## config.mk

```make
export PLATFORM = sky130hd
export DESIGN_NAME = bisonn_mul_issuer
export DESIGN_NICKNAME = d
export VERILOG_FILES = /design/src/rtl/bisonn_mul_issuer.sv
export SDC_FILE = /design/constraint.sdc
export NUM_CORES = 1
export LEC_CHECK = 0
export CORE_ASPECT_RATIO = 1.2
export CORE_MARGIN = 2
export CORE_UTILIZATION = 46
export CTS_CLUSTER_DIAMETER = 150
export DETAILED_ROUTE_END_ITERATION = 7
export PLACE_DENSITY = 0.87
export SYNTH_ARGS = -nofsm -noshare
export SYNTH_HDL_FRONTEND = slang
export SYNTH_SLANG_ARGS = --single-unit
```

## constraint.sdc

```tcl
create_clock -name clk_i -period 4 [get_ports clk_i]
set_input_delay 0.6 -clock clk_i [delete_from_list [all_inputs] [get_ports clk_i]]
set_output_delay 0.6 -clock clk_i [all_outputs]
set_load 0.1 [all_outputs]
```

## src/rtl/bisonn_mul_issuer.sv

```systemverilog
// Initiator side of the bisonn multiply port. Accepts a job of len_i unsigned
// 64x64 operand pairs over a valid/ready stream, issues one pair per cycle into
// the shared pipelined multiplier, and accumulates the low 64 bits of every
// returned product. A one-cycle done_o pulse reports the final sum on acc_o.
//
// Ports:
//   clk_i, rstn_i           clock, asynchronous active-low reset
//   start_i, len_i          job start (sampled in IDLE) and pair count
//   flush_i                 abort the current job
//   op_valid_i/op_ready_o   operand stream handshake, op_rs1_i/op_rs2_i data
//   scalar_mul_i            scalar MUL owns the multiplier this cycle
//   bisonn_valid_o/rs1/rs2  request into the multiplier
//   bisonn_valid_i/rd_i     fixed-latency product return
//   busy_o, done_o, acc_o   status, completion pulse, accumulated sum
//   proto_err_o             sticky flag for unexpected product returns
module bisonn_mul_issuer #(
  parameter int unsigned MUL_LATENCY = 2,
  parameter int unsigned LEN_W       = 16
) (
  input  logic             clk_i,
  input  logic             rstn_i,
  input  logic             start_i,
  input  logic [LEN_W-1:0] len_i,
  input  logic             flush_i,
  input  logic             op_valid_i,
  input  logic [63:0]      op_rs1_i,
  input  logic [63:0]      op_rs2_i,
  output logic             op_ready_o,
  input  logic             scalar_mul_i,
  output logic             bisonn_valid_o,
  output logic [63:0]      bisonn_rs1_o,
  output logic [63:0]      bisonn_rs2_o,
  input  logic             bisonn_valid_i,
  input  logic [63:0]      bisonn_rd_i,
  output logic             busy_o,
  output logic             done_o,
  output logic [63:0]      acc_o,
  output logic             proto_err_o
);

  localparam int unsigned CntW = (MUL_LATENCY > 1) ? $clog2(MUL_LATENCY) : 1;
  localparam logic [CntW-1:0] FlushLast = CntW'(MUL_LATENCY - 1);

  typedef enum logic [2:0] {StIdle, StRun, StDrain, StDone, StFlush} state_e;

  state_e           state_q, state_d;
  logic [LEN_W-1:0] len_q, len_d;
  logic [LEN_W-1:0] issued_q, issued_d;
  logic [LEN_W-1:0] returned_q, returned_d;
  logic [63:0]      acc_q, acc_d;
  logic             err_q, err_d;
  logic [CntW-1:0]  flush_cnt_q, flush_cnt_d;

  logic             issue;
  logic [LEN_W-1:0] outstanding;

  // Issue is a same-cycle pass-through; flush and scalar MUL both suppress it.
  assign op_ready_o     = (state_q == StRun) & ~flush_i & ~scalar_mul_i & (issued_q < len_q);
  assign issue          = op_valid_i & op_ready_o;
  assign bisonn_valid_o = issue;
  assign bisonn_rs1_o   = issue ? op_rs1_i : 64'd0;
  assign bisonn_rs2_o   = issue ? op_rs2_i : 64'd0;
  assign outstanding    = issued_q - returned_q;

  assign busy_o      = (state_q != StIdle);
  assign done_o      = (state_q == StDone) & ~flush_i;
  assign acc_o       = acc_q;
  assign proto_err_o = err_q;

  always_comb begin
    state_d     = state_q;
    len_d       = len_q;
    issued_d    = issued_q;
    returned_d  = returned_q;
    acc_d       = acc_q;
    err_d       = err_q;
    flush_cnt_d = flush_cnt_q;

    unique case (state_q)
      StIdle: begin
        if (start_i) begin
          len_d      = len_i;
          acc_d      = 64'd0;
          issued_d   = '0;
          returned_d = '0;
          err_d      = 1'b0;
          state_d    = (len_i != '0) ? StRun : StDone;
        end
        // A stray return is the newer event, so it wins over a clearing start.
        if (bisonn_valid_i) err_d = 1'b1;
      end
      StRun, StDrain: begin
        if (issue) begin
          issued_d = issued_q + LEN_W'(1);
          if (issued_d == len_q) state_d = StDrain;
        end
        if (bisonn_valid_i) begin
          if (outstanding != '0) begin
            acc_d      = acc_q + bisonn_rd_i;
            returned_d = returned_q + LEN_W'(1);
            if (returned_d == len_q) state_d = StDone;
          end else begin
            err_d = 1'b1;
          end
        end
      end
      StDone: begin
        state_d = StIdle;
        if (bisonn_valid_i) err_d = 1'b1;
      end
      StFlush: begin
        // Products still in the multiplier drain here silently.
        if (flush_cnt_q == '0) state_d = StIdle;
        else                   flush_cnt_d = flush_cnt_q - CntW'(1);
      end
      default: state_d = StIdle;
    endcase

    // Flush overrides everything decided above, including error updates.
    if (flush_i && (state_q != StIdle)) begin
      state_d     = StFlush;
      acc_d       = 64'd0;
      issued_d    = '0;
      returned_d  = '0;
      err_d       = err_q;
      flush_cnt_d = FlushLast;
    end
  end

  always_ff @(posedge clk_i or negedge rstn_i) begin
    if (!rstn_i) begin
      state_q     <= StIdle;
      len_q       <= '0;
      issued_q    <= '0;
      returned_q  <= '0;
      acc_q       <= 64'd0;
      err_q       <= 1'b0;
      flush_cnt_q <= '0;
    end else begin
      state_q     <= state_d;
      len_q       <= len_d;
      issued_q    <= issued_d;
      returned_q  <= returned_d;
      acc_q       <= acc_d;
      err_q       <= err_d;
      flush_cnt_q <= flush_cnt_d;
    end
  end

endmodule

```

-- Word level (Yosys, flattened, before mapping)
Index checks and enable logic that the tools add are counted.
- register bits after elaboration: 117
- input port bits: 215
- output and inout bits: 197
- logic and storage cells: 84
- add/subtract/negate cells: 5
- order comparisons: 1
- equal/unequal tests: 15
- mux-type cells: 34
- bitwise operators: 8
- reductions and logical operators: 14
- operators by type and width (operator ; number):
    $mux W64 ; 6
    $pmux W64 S2 ; 1
    $mux W16 ; 6
    $add A64 B64 Y64 ; 1
    $pmux W16 S2 ; 2
    $add A16 B1 Y16 const B ; 2
    $eq A16 B16 Y1 ; 2
    $reduce_bool A16 Y1 ; 2
    $mux W3 ; 8
    $ne A3 B3 Y1 const B ; 6
    $lt A16 B16 Y1 ; 1
    $sub A16 B16 Y16 ; 1
    $pmux W3 S3 ; 1
    $reduce_bool A3 Y1 ; 3
    $mux W1 ; 8
    $eq A3 B2 Y1 const B ; 2
    $ne A2 B2 Y1 const B ; 3
    $reduce_and A6 Y1 ; 1
    $and A1 B1 Y1 ; 5
    $reduce_and A2 Y1 ; 2
    $reduce_and A4 Y1 ; 1
    $eq A3 B1 Y1 const B ; 1
    $eq A3 B3 Y1 const B ; 1
    $logic_not A3 Y1 ; 1
    other kinds (8) ; 10

-- Logic depth before layout (Yosys ltp)
- depth after elaboration: 11
- depth in mapped cells: 15
- depth with buffers taken out: 13

-- Worst setup path before layout
No wires, ideal clock.
- kind: flip-flop to output port
- from: reg len_q[1]
- to: out bisonn_rs2_o[54]
- arrival time: 3.542 ns
- required time: 3.400 ns
- path slack: -0.142 ns
- cell stages (with the launch flop): 12
- path buffers: 1
- cells stage by stage: dfrtp_1 -> inv_1 -> ha_1 -> nor2b_1 -> o21ai_0 -> nand2b_1 -> a21oi_1 -> o21ai_0 -> a41oi_1 -> a41o_1 -> clkbuf_1 -> and3_1
- word-level cells in the longest chain between the ends: 4
- RTL lines (item ; line ; source):
    start, declared ; 47 ; logic [LEN_W-1:0] len_q, len_d;
    start signal, assigned ; 141 ; len_q <= len_d;
    $lt A16 B16 Y1 ; 58 ; assign op_ready_o = (state_q == StRun) & ~flush_i & ~scalar_mul_i & (issued_q < len_q);
    $and A1 B1 Y1 ; 58 ;
    net op_ready_o ; 28 ; output logic op_ready_o,
    $and A1 B1 Y1 ; 59 ; assign issue = op_valid_i & op_ready_o;
    $mux W64 ; 62 ; assign bisonn_rs2_o = issue ? op_rs2_i : 64'd0;
    end, declared ; 32 ; output logic [63:0] bisonn_rs2_o,
The timed path passes the listed nets, and every way through them passes these cells.

-- Worst setup path after layout
- from: reg len_q[1]
- to: out bisonn_rs1_o[21]
- word-level cells in the longest chain between the ends: 4
- RTL lines (item ; line ; source):
    $lt A16 B16 Y1 ; 58 ;
    $and A1 B1 Y1 ; 58 ;
    $and A1 B1 Y1 ; 59 ;
    $mux W64 ; 61 ; assign bisonn_rs1_o = issue ? op_rs1_i : 64'd0;
    end, declared ; 31 ; output logic [63:0] bisonn_rs1_o,
No other way between the ends.

==> run metrics <==
relative slew slack=23.80%; clk_skew=0.01802 ns; Highest Clock Rate=0.2595 GHz; Cells after Synth=1462; #FFs+latches synth=117; max_cap viols=0; Unique masters post-synth=79; Yosys warnings=0; Adder-Cell Fraction of Synth Area=10.81%; drt wl/cell=23.61 um; layout cells sized above 1=12.32%; clock root cell=clkbuf_16; vias in the first global route=12950; Hold WS=0.2855 ns; # nets final=2149; Peak VDD IR=422.4 uV; Yosys top cell area share=25.91%; CP Capture Type=primary output; Seq/Total Area, Yosys=25.91%; Final Max Slew Viols=0; CP Launch Type=flip-flop; cell with the most instances after synthesis=nand2_1; initial antenna violation count=23; first-pass GRT wire length=76380 um; latest clock arrival within the worst-skew pair=0.44 ns; Synth Net Count=1774; Setup CP Type=flip-flop to primary output; crit path time final=3.854 ns; number of vias per cell=6.127; DIE WIDTH=147.1 um; CTS tree=built; DR vias=13370; Initial Utilization=46.99%; Slew @ Worst Pin=1.139 ns; global placer's final weighted congestion=0.9911; Total GRT Usage=38.22%; core area=0.02405 mm^2; Post-Synth Simple-Gate Area=23.79%; P_leak=8.115 nW; Synth Area in XOR/XNOR=8.603%; Mapped Area=0.01130 mm^2; # DRC=0; Critical Path RT=3.40 ns; Fin. Hold Viols=0; GRT overflow=0; post-route antenna net violation count=0; Post-synth top cells=nand2_1 (182), and3_1 (150), o21ai_0 (125), dfrtp_1 (117), a21oi_1 (116); top cells by area, synth=dfrtp_1 (26%), ha_1 (11%), and3_1 (8.3%), nand2_1 (6.0%), xnor2_1 (5.7%); Sink Count=117; final instance count without filler cells=2182; num rows=62; RSZ-0062 raised after global routing=yes; ys flop type=dfrtp_1; Area Growth Syn to Fin=58.18%; Final Cycle Share=96.36%; CP Data Arrival Time=3.25 ns; main combinational cell family by area after synthesis=compound AO/OA/AOI/OAI gates; Detailed Place HPWL=39430 um; clock transition at the registers of the reported paths=0.07 ns; FFs w/ async S/R, synth=100.0%; multiplexer area fraction after synthesis=0.6311%; Synth Area in Compound Gates=24.94%; largest net degree at the start of global routing=131; final setup vio count=0; syn avg cell area=7.730 um^2; power per cell area=489.4 mW/mm^2; die height=175.7 um; Ports=412; Post-synth EDFFs=0; H-tree Lvls=4; port bufs=411; CTS buffer count=17; internal reg-to-reg setup slack=0.24 ns; Yosys top cell by area=dfrtp_1; Hold WC Path Type=input pin to asynchronous set/reset pin; drt initial violations=1427; Cells after DPL=2134; Die ar.=0.02584 mm^2; overall routed net length=51520 um; Pre-Repair DR Iteration Count=6; CP max FO=13; clk buf depth=2; status=finished, final reports clean
==> per-layer routing <==
metal / up-vias / GRT usage (%) / wire, um
met4: 22 / 21.11 / 2917
met1: 6245 / 43.80 / 18480
met2: 820 / 63.88 / 24790
li1: 6079 / - / -
met5: - / 0 / 143
met3: 203 / 11.30 / 5192
==> registers in the layout, indices dropped and copies added (netlist names) <==
signal / count
acc_o: 64
flush_cnt_q: 1
proto_err_o: 1
returned_q: 16
len_q: 16
state_q: 3
issued_q: 16
==> worst paths after layout <==
path	cells past startpoint	startpoint	end
min in group clk_i	2	acc_o[32]	acc_o[32]
hold / removal	1	rstn_i	acc_o[0]
max in group asynchronous	2	rstn_i	issued_q[15]
setup / recovery	12	len_q[1]	bisonn_rs1_o[21]
setup reg to reg	14	returned_q[3]	returned_q[9]
hold reg to reg	2	acc_o[32]	acc_o[32]
==> timing repair <==
action | in CTS | in global routing
hold buffers | 0 | 0
gates resized for setup | 1 | 13
setup endpoints to repair | 95 | 171
pin swaps | 1 | 3
gates cloned | 1 | 1
setup buffers | 1 | 1
==> cells by family (layout without fill, tap and decap cells) <==
kind of cell | Yosys count | after routing
adder cells (fa/ha/maj) | 97 | 97
multiplexers | 7 | 7
flip-flops | 117 | 117
AO/OA/AOI/OAI | 448 | 449
AND/OR/NAND/NOR | 535 | 535
buffers and inverters | 147 | 534
other | 0 | 12
XOR/XNOR | 111 | 111
==> through the flow <==
stage                     power, W  util [%]  setup TNS (ns)  instance area (um^2)  setup slack, ns
after floorplan           0.005113         -               0                 11300           0.3607
after global placement    0.006550     70.94               0                 17060         0.005297
after detailed placement  0.006633     70.94         -0.1521                 17060         -0.08289
after CTS                 0.008575     73.98               0                 17790          0.04513
after global routing      0.009091     74.32       -0.002880                 17870        -0.002880
final                     0.008749     74.33               0                 17880           0.1457
==> placed cells by master, fill, tap and decap left out, types with 17 or more instances in the layout <==
cell,synthesis,final
clkdlybuf4s50_1,0,278
nand2_1,182,182
and3_1,150,145
buf_12,0,135
o21ai_0,125,125
dfrtp_1,117,117
a21oi_1,116,116
ha_1,96,96
xnor2_1,73,73
nor2_1,71,70
inv_1,56,56
o31ai_1,44,44
xor2_1,38,38
a21o_1,36,36
nand3_1,33,33
buf_4,9,31
nor3_1,21,20
clkbuf_16,0,18
a31oi_1,17,17
==> critical path, stage by stage (launching register included) <==
cell and delay [ns]:
dfrtp_1 0.42, inv_1 0.07, ha_1 0.30, nor2b_1 0.15
o21ai_0 0.14, nand2b_1 0.09, a21oi_1 0.16, o21ai_0 0.15
a41oi_2 0.25, a41o_4 0.39, buf_4 0.22, and3_1 0.26
buf_12 0.20
==> layout make-up <==
type	count	area, um^2
Tap cell	320	400.4
Sequential cell	117	2928
Antenna cell	12	30.03
Multi-Input combinational cell	1199	7845
Timing Repair Buffer	446	5758
Clock buffer	19	452.9
Fill cell	1658	6172
Inverter	56	210.2
Clock inverter	13	251.5
==> power breakdown <==
part	switching [W]	leakage [nW]	internal [W]
Clock	0.000626	0.335	0.00126
Sequential	0.000313	1.59	0.00141
Combinational	0.00343	6.19	0.00171
Total	0.00436	8.12	0.00438
No activity file was read; power rests on OpenSTA's default activity.
